===== src/rtl/trivium_stream_decryptor_pkg.sv =====
// Shared constants and FSM encoding for the Trivium-style stream decryptor
// and its companion keystream core.
package trivium_stream_decryptor_pkg;

    localparam logic [63:0] S1_INIT = 64'h0000_0000_0002_3A2B;
    localparam logic [63:0] S2_INIT = 64'h0000_0000_0002_A892;
    localparam logic [63:0] S3_INIT = 64'h0000_0000_000F_4511;

    localparam logic [7:0] SEED_ZERO = 8'h00;
    localparam logic [7:0] SEED_ONES = 8'hFF;
    localparam logic [7:0] SEED_MASK = 8'hA5;

    typedef enum logic [1:0] {
        IDLE,
        GEN,
        WAIT_CT,
        OUT
    } state_t;

    // All-zero and all-one seeds give degenerate keystreams and are refused.
    function automatic logic seed_ok(input logic [7:0] s);
        return (s != SEED_ZERO) && (s != SEED_ONES);
    endfunction

endpackage


===== src/rtl/trivium_keystream_core.sv =====
// Three coupled 64-bit shift registers producing one keystream bit per step;
// shared verbatim with the encryptor so both sides stay bit-identical.
module trivium_keystream_core
    import trivium_stream_decryptor_pkg::*;
(
    input  logic       clk,
    input  logic       rst_n,
    input  logic       restart,
    input  logic       load,
    input  logic [7:0] seed,
    input  logic       step,
    output logic       ks_bit
);

    logic [63:0] s1;
    logic [63:0] s2;
    logic [63:0] s3;
    logic        fb1;
    logic        fb2;
    logic        fb3;

    // Output and feedback taps all come from the pre-shift register values.
    assign ks_bit = s1[0] ^ s2[0] ^ s3[0];
    assign fb1 = s2[0] ^ s3[1] ^ s1[5] ^ s2[7] ^ s3[13] ^ s1[31] ^ s2[47] ^ s3[60];
    assign fb2 = s3[3] ^ s1[1] ^ s2[2] ^ s3[19] ^ s1[23];
    assign fb3 = s1[5] ^ s2[2] ^ s3[4] ^ s1[17] ^ s2[29] ^ s3[63] ^ s1[10] ^ s2[40];

    // NOTE: state registers use non-blocking assignments so every tap above
    // sees the same pre-edge snapshot regardless of statement order.
    always_ff @(posedge clk or negedge rst_n) begin
        if (!rst_n) begin
            s1 <= S1_INIT;
            s2 <= S2_INIT;
            s3 <= S3_INIT;
        end else if (restart) begin
            s1 <= S1_INIT;
            s2 <= S2_INIT;
            s3 <= S3_INIT;
        end else if (load) begin
            s1 <= {48'd0, seed, seed};
            s2 <= {48'd0, seed, ~seed[3:0], seed[7:4]};
            s3 <= {48'd0, seed, seed ^ SEED_MASK};
        end else if (step) begin
            s1 <= {s1[62:0], fb1};
            s2 <= {s2[62:0], fb2};
            s3 <= {s3[62:0], fb3};
        end
    end

endmodule


===== src/rtl/trivium_stream_decryptor.sv =====
// Byte-wide stream decryptor: generates 8 keystream bits per byte, then XORs
// them into one accepted ciphertext byte and hands the plaintext downstream.
module trivium_stream_decryptor
    import trivium_stream_decryptor_pkg::*;
#(
    parameter int CNT_W = 16
) (
    input  logic             clk,
    input  logic             rst_n,
    input  logic             seed_valid,
    input  logic [7:0]       seed,
    input  logic             resync,
    input  logic             ct_valid,
    input  logic [7:0]       ct_data,
    output logic             ct_ready,
    output logic             pt_valid,
    output logic [7:0]       pt_data,
    input  logic             pt_ready,
    output logic             busy,
    output logic [CNT_W-1:0] byte_count
);

    state_t     state;
    logic [2:0] step_cnt;
    logic [7:0] ks;
    logic       ks_bit;
    logic       seed_take;

    assign seed_take = (state == IDLE) && seed_valid && seed_ok(seed) && !resync;

    trivium_keystream_core u_core (
        .clk    (clk),
        .rst_n  (rst_n),
        .restart(resync),
        .load   (seed_take),
        .seed   (seed),
        .step   (state == GEN),
        .ks_bit (ks_bit)
    );

    // Outputs are registered and updated alongside the state so they never
    // glitch; ct_ready mirrors WAIT_CT, pt_valid mirrors OUT.
    always_ff @(posedge clk or negedge rst_n) begin
        if (!rst_n) begin
            state      <= IDLE;
            step_cnt   <= 3'd0;
            ks         <= 8'd0;
            byte_count <= '0;
            pt_data    <= 8'd0;
            pt_valid   <= 1'b0;
            ct_ready   <= 1'b0;
            busy       <= 1'b0;
        end else if (resync) begin
            state      <= IDLE;
            step_cnt   <= 3'd0;
            ks         <= 8'd0;
            byte_count <= '0;
            pt_data    <= 8'd0;
            pt_valid   <= 1'b0;
            ct_ready   <= 1'b0;
            busy       <= 1'b0;
        end else begin
            case (state)
                IDLE: begin
                    if (seed_take) begin
                        state      <= GEN;
                        step_cnt   <= 3'd0;
                        ks         <= 8'd0;
                        byte_count <= '0;
                        busy       <= 1'b1;
                    end
                end
                GEN: begin
                    ks       <= {ks[6:0], ks_bit};
                    step_cnt <= step_cnt + 3'd1;
                    if (step_cnt == 3'd7) begin
                        state    <= WAIT_CT;
                        ct_ready <= 1'b1;
                    end
                end
                WAIT_CT: begin
                    if (ct_valid) begin
                        pt_data  <= ct_data ^ ks;
                        pt_valid <= 1'b1;
                        ct_ready <= 1'b0;
                        state    <= OUT;
                    end
                end
                OUT: begin
                    if (pt_ready) begin
                        pt_valid   <= 1'b0;
                        byte_count <= byte_count + CNT_W'(1);
                        ks         <= 8'd0;
                        step_cnt   <= 3'd0;
                        state      <= GEN;
                    end
                end
                default: begin
                    state    <= IDLE;
                    ct_ready <= 1'b0;
                    pt_valid <= 1'b0;
                    busy     <= 1'b0;
                end
            endcase
        end
    end

endmodule


===== config.mk =====
export PLATFORM = sky130hd
export DESIGN_NAME = trivium_stream_decryptor
export DESIGN_NICKNAME = d
export VERILOG_FILES = /design/src/rtl/trivium_stream_decryptor_pkg.sv /design/src/rtl/trivium_keystream_core.sv /design/src/rtl/trivium_stream_decryptor.sv
export SDC_FILE = /design/constraint.sdc
export NUM_CORES = 1
export LEC_CHECK = 0
export ABC_CLOCK_PERIOD_IN_PS = 4000
export CAP_MARGIN = 20
export CORE_MARGIN = 3
export CORE_UTILIZATION = 62
export CTS_CLUSTER_DIAMETER = 30
export DETAILED_ROUTE_END_ITERATION = 12
export HOLD_SLACK_MARGIN = 0.02
export PLACE_DENSITY = 0.86
export SLEW_MARGIN = 20
export SYNTH_ARGS = -nofsm -noshare
export SYNTH_HDL_FRONTEND = slang
export SYNTH_SLANG_ARGS = --single-unit

===== constraint.sdc =====
create_clock -name clk -period 4 [get_ports clk]
set_input_delay 0.8 -clock clk [delete_from_list [all_inputs] [get_ports clk]]
set_output_delay 0.8 -clock clk [all_outputs]
set_load 0.02 [all_outputs]

==> impl_metrics.yaml <==
synth:
  yosys.area_share.adder: 0.01069
  synth-edff-count: 0
  ys_types: 50
  muxShareOfSynthArea: 0.04153
  synthTopCellsByArea: "dfrtp_1 (49%), a22o_1 (9.6%), dfstp_2 (8.0%)"
  synth_compound_area_frac: 0.2162
  yosysTopAreaCell: "dfrtp_1"
  synth.most_common_cell: "dfrtp_1"
  syn-cell-area_um2: 8195
  synth-xor-area-share: 0.03053
  synth.top_cell.area_share: 0.4855
  synthCells: 697
  synth_warnings: 0
  synth_top_flop_cell: "dfrtp_1"
  ys_top_cells_by_count: "dfrtp_1 (159), a22o_1 (90), a21oi_1 (40)"
  synth_nets: 726
  ys_async_sr_fraction: 1.000
  synthSimpleGateAreaFrac: 0.09176
  ys_ff_latch: 184
  synth_top_family_by_area: "compound AO/OA/AOI/OAI gates"
  synth.avg_cell_area_um2: 11.76
  ys_seq_area_frac: 0.5656
clock_network:
  clk_pin_slew_worst_paths_ns: 0.07
  cts_hold_buffers: 0
  cts-buffers-inserted: 17
  cts_tree: "yes"
  htreeDepth: 4
  root_buffer: "clkbuf_16"
  cts_sinks: 184
  clk_latency_ns: 0.43
  post-cts-setup-buffers: 0
  post_cts_resized: 0
  cts.path.max_buffers: 2
setup_path:
  reg2reg_from: "state[1]"
  reg2reg_slack_ns: 1.58
  crit_type: "input port to flip-flop"
  cp.arrival_ns: 3.11
  crit_path_end_kind: "flip-flop"
  worstSetupStartpointType: "input port"
  cp_max_fo: 90
  reg2reg_to: "step_cnt[1]"
  required_ns: 4.36
  reg2regPathDepth: 5
final_layout:
  multi_input_area_um2: 3219
  n_antenna_cell: 0
  n_fill_cell: 781
  area_delta_synth_final_pct: 14.61
  ff_latch_area_um2: 4636
  finalNetCount: 747
  drive_gt1_frac: 0.1094
die:
  ios: 49
  num_rows: 41
  die_y_um: 121.0
  die_w_um: 121.0
  start_util: 0.6416
  die-area_um2: 14630
  core_area_um2: 12770
sta:
  whs_ns: 0.4186
  setup_viol: 0
  finalHoldViolCount: 0
  max-slew-margin-rel: 0.2896
  post-route-min-period_ns: 2.743
  final.period_utilization: 0.6857
  max_freq_mhz: 364.6
  slew_viol_final: 0
  tightest_slew_ns: 1.056
  fin_setup_tns_ns: 0
  rsz0062_at_grt: "false"
  finClkSkew_ns: 0.006186
route:
  drc_errors: 0
  ant_nets: 0
  routed_wl_um: 17630
  drt_iter0_markers: 594
  drtPass1Iterations: 5
  dr_total_vias: 5806
  vias_per_cell: 6.430
  wl_per_cell_um: 19.52
global_routing:
  grt_pass1_wl_um: 29530
  first_global_vias: 5869
  overflow: 0
  grt_max_degree: 91
  grt_use_total: 0.2534
  grt_antenna_before_repair: 0
min_path:
  hp-class: "input port to async pin"
power:
  peakVddDrop_mv: 0.4868
  power.density_nw_per_um2: 652.5
  p_leak_uw: 0.004012
placement:
  detailed_place_hpwl_um: 10220
  portBuffers: 48
  place_congestion: 0.8580
run_status:
  status: "completed"
job:
  cap_violations: 0
## final cells by class
class / count / share of cell area
repair buffers: 62 / 0.06594
inverters: 11 / 0.004396
flip-flops and latches: 184 / 0.4935
multi-input cells: 442 / 0.3427
well taps: 172 / 0.02291
clock inverters: 12 / 0.02398
clock buffers: 20 / 0.04649
## critical path, stage by stage
cell             delay [ns]
clkdlybuf4s50_1        0.51
nor4_1                 0.35
nand2_1                0.22
and3_1                 0.35
nor3b_2                0.28
buf_12                 0.36
a22o_1                 0.21
## per-stage QoR
step	instances	setup slack, ns	area, um2	utilization	total power, uW
detailed placement	871	0.9641	8731	0.6835	4201
floorplan	697	1.740	8195	-	3750
CTS	903	1.305	9393	0.7353	6110
global route	903	1.063	9393	0.7353	6406
global placement	871	1.052	8731	0.6835	4111
finish	903	1.257	9393	0.7353	6129
## registers in the layout, summed over array words and instances (netlist names)
register and count:
u_core.s2 48, byte_count 16, ks 8, u_core.s3 64, step_cnt 3, pt_data 8
ct_ready 1, pt_valid 1, u_core.s1 32, state 2, busy 1
## kinds of logic (layout without fill, tap and decap cells)
kind of cell	count (synthesis)	after routing
DFF	184	184
buffers and inverters	71	105
adders and majority gates	7	7
and+or+nand+nor	137	137
xor gates and xnor gates	27	27
muxes	34	34
AOI/OAI and AO/OA	237	237
## power breakdown
group / switching [uW] / internal (uW) / total [uW]
logic: 1100 / 705 / 1800
clock network: 711 / 1170 / 1890
registers: 230 / 2210 / 2440
total: 2040 / 4090 / 6130
## worst max-delay path by stage
stage | slack [ns] | end | cells after the start | from
2_1_floorplan | 1.74 | u_core.s1[16] | 7 | seed[4]
3_3_place_gp | 1.05 | u_core.s2[27] | 7 | seed[0]
3_5_place_dp | 0.96 | u_core.s3[28] | 7 | seed[0]
4_1_cts | 1.30 | u_core.s3[29] | 7 | seed[5]
5_1_grt | 1.06 | u_core.s3[11] | 6 | seed[5]
6_report | 1.26 | u_core.s3[29] | 7 | seed[5]
## cells in the final DEF (no fill, tap or decap), types with 6 or more instances in the layout
| master | instances |
|---|---|
| a211oi_1 | 36 |
| a21oi_1 | 40 |
| a22o_1 | 90 |
| a31oi_1 | 8 |
| buf_4 | 11 |
| bufinv_16 | 6 |
| clkbuf_16 | 17 |
| clkdlybuf4s50_1 | 46 |
| dfrtp_1 | 159 |
| dfstp_2 | 25 |
| ha_1 | 6 |
| inv_1 | 11 |
| mux2i_1 | 34 |
| nand2_1 | 21 |
| nand3_1 | 13 |
| nand4_1 | 19 |
| nor2_1 | 30 |
| nor2b_1 | 20 |
| o21ai_0 | 11 |
| o21bai_1 | 26 |
| o32ai_1 | 7 |
| xnor2_1 | 26 |
## routing by layer
| metal | GRT usage | wire (um) | vias up |
|---|---|---|---|
| met2 | 0.3953 | 8605 | 195 |
| met3 | 0.05082 | 1001 | 43 |
| met4 | 0.1048 | 408 | 0 |
| met5 | 0 | 0 | - |
| met1 | 0.3511 | 7609 | 2944 |
| li1 | - | - | 2624 |
(Power assumes the default switching activity.)
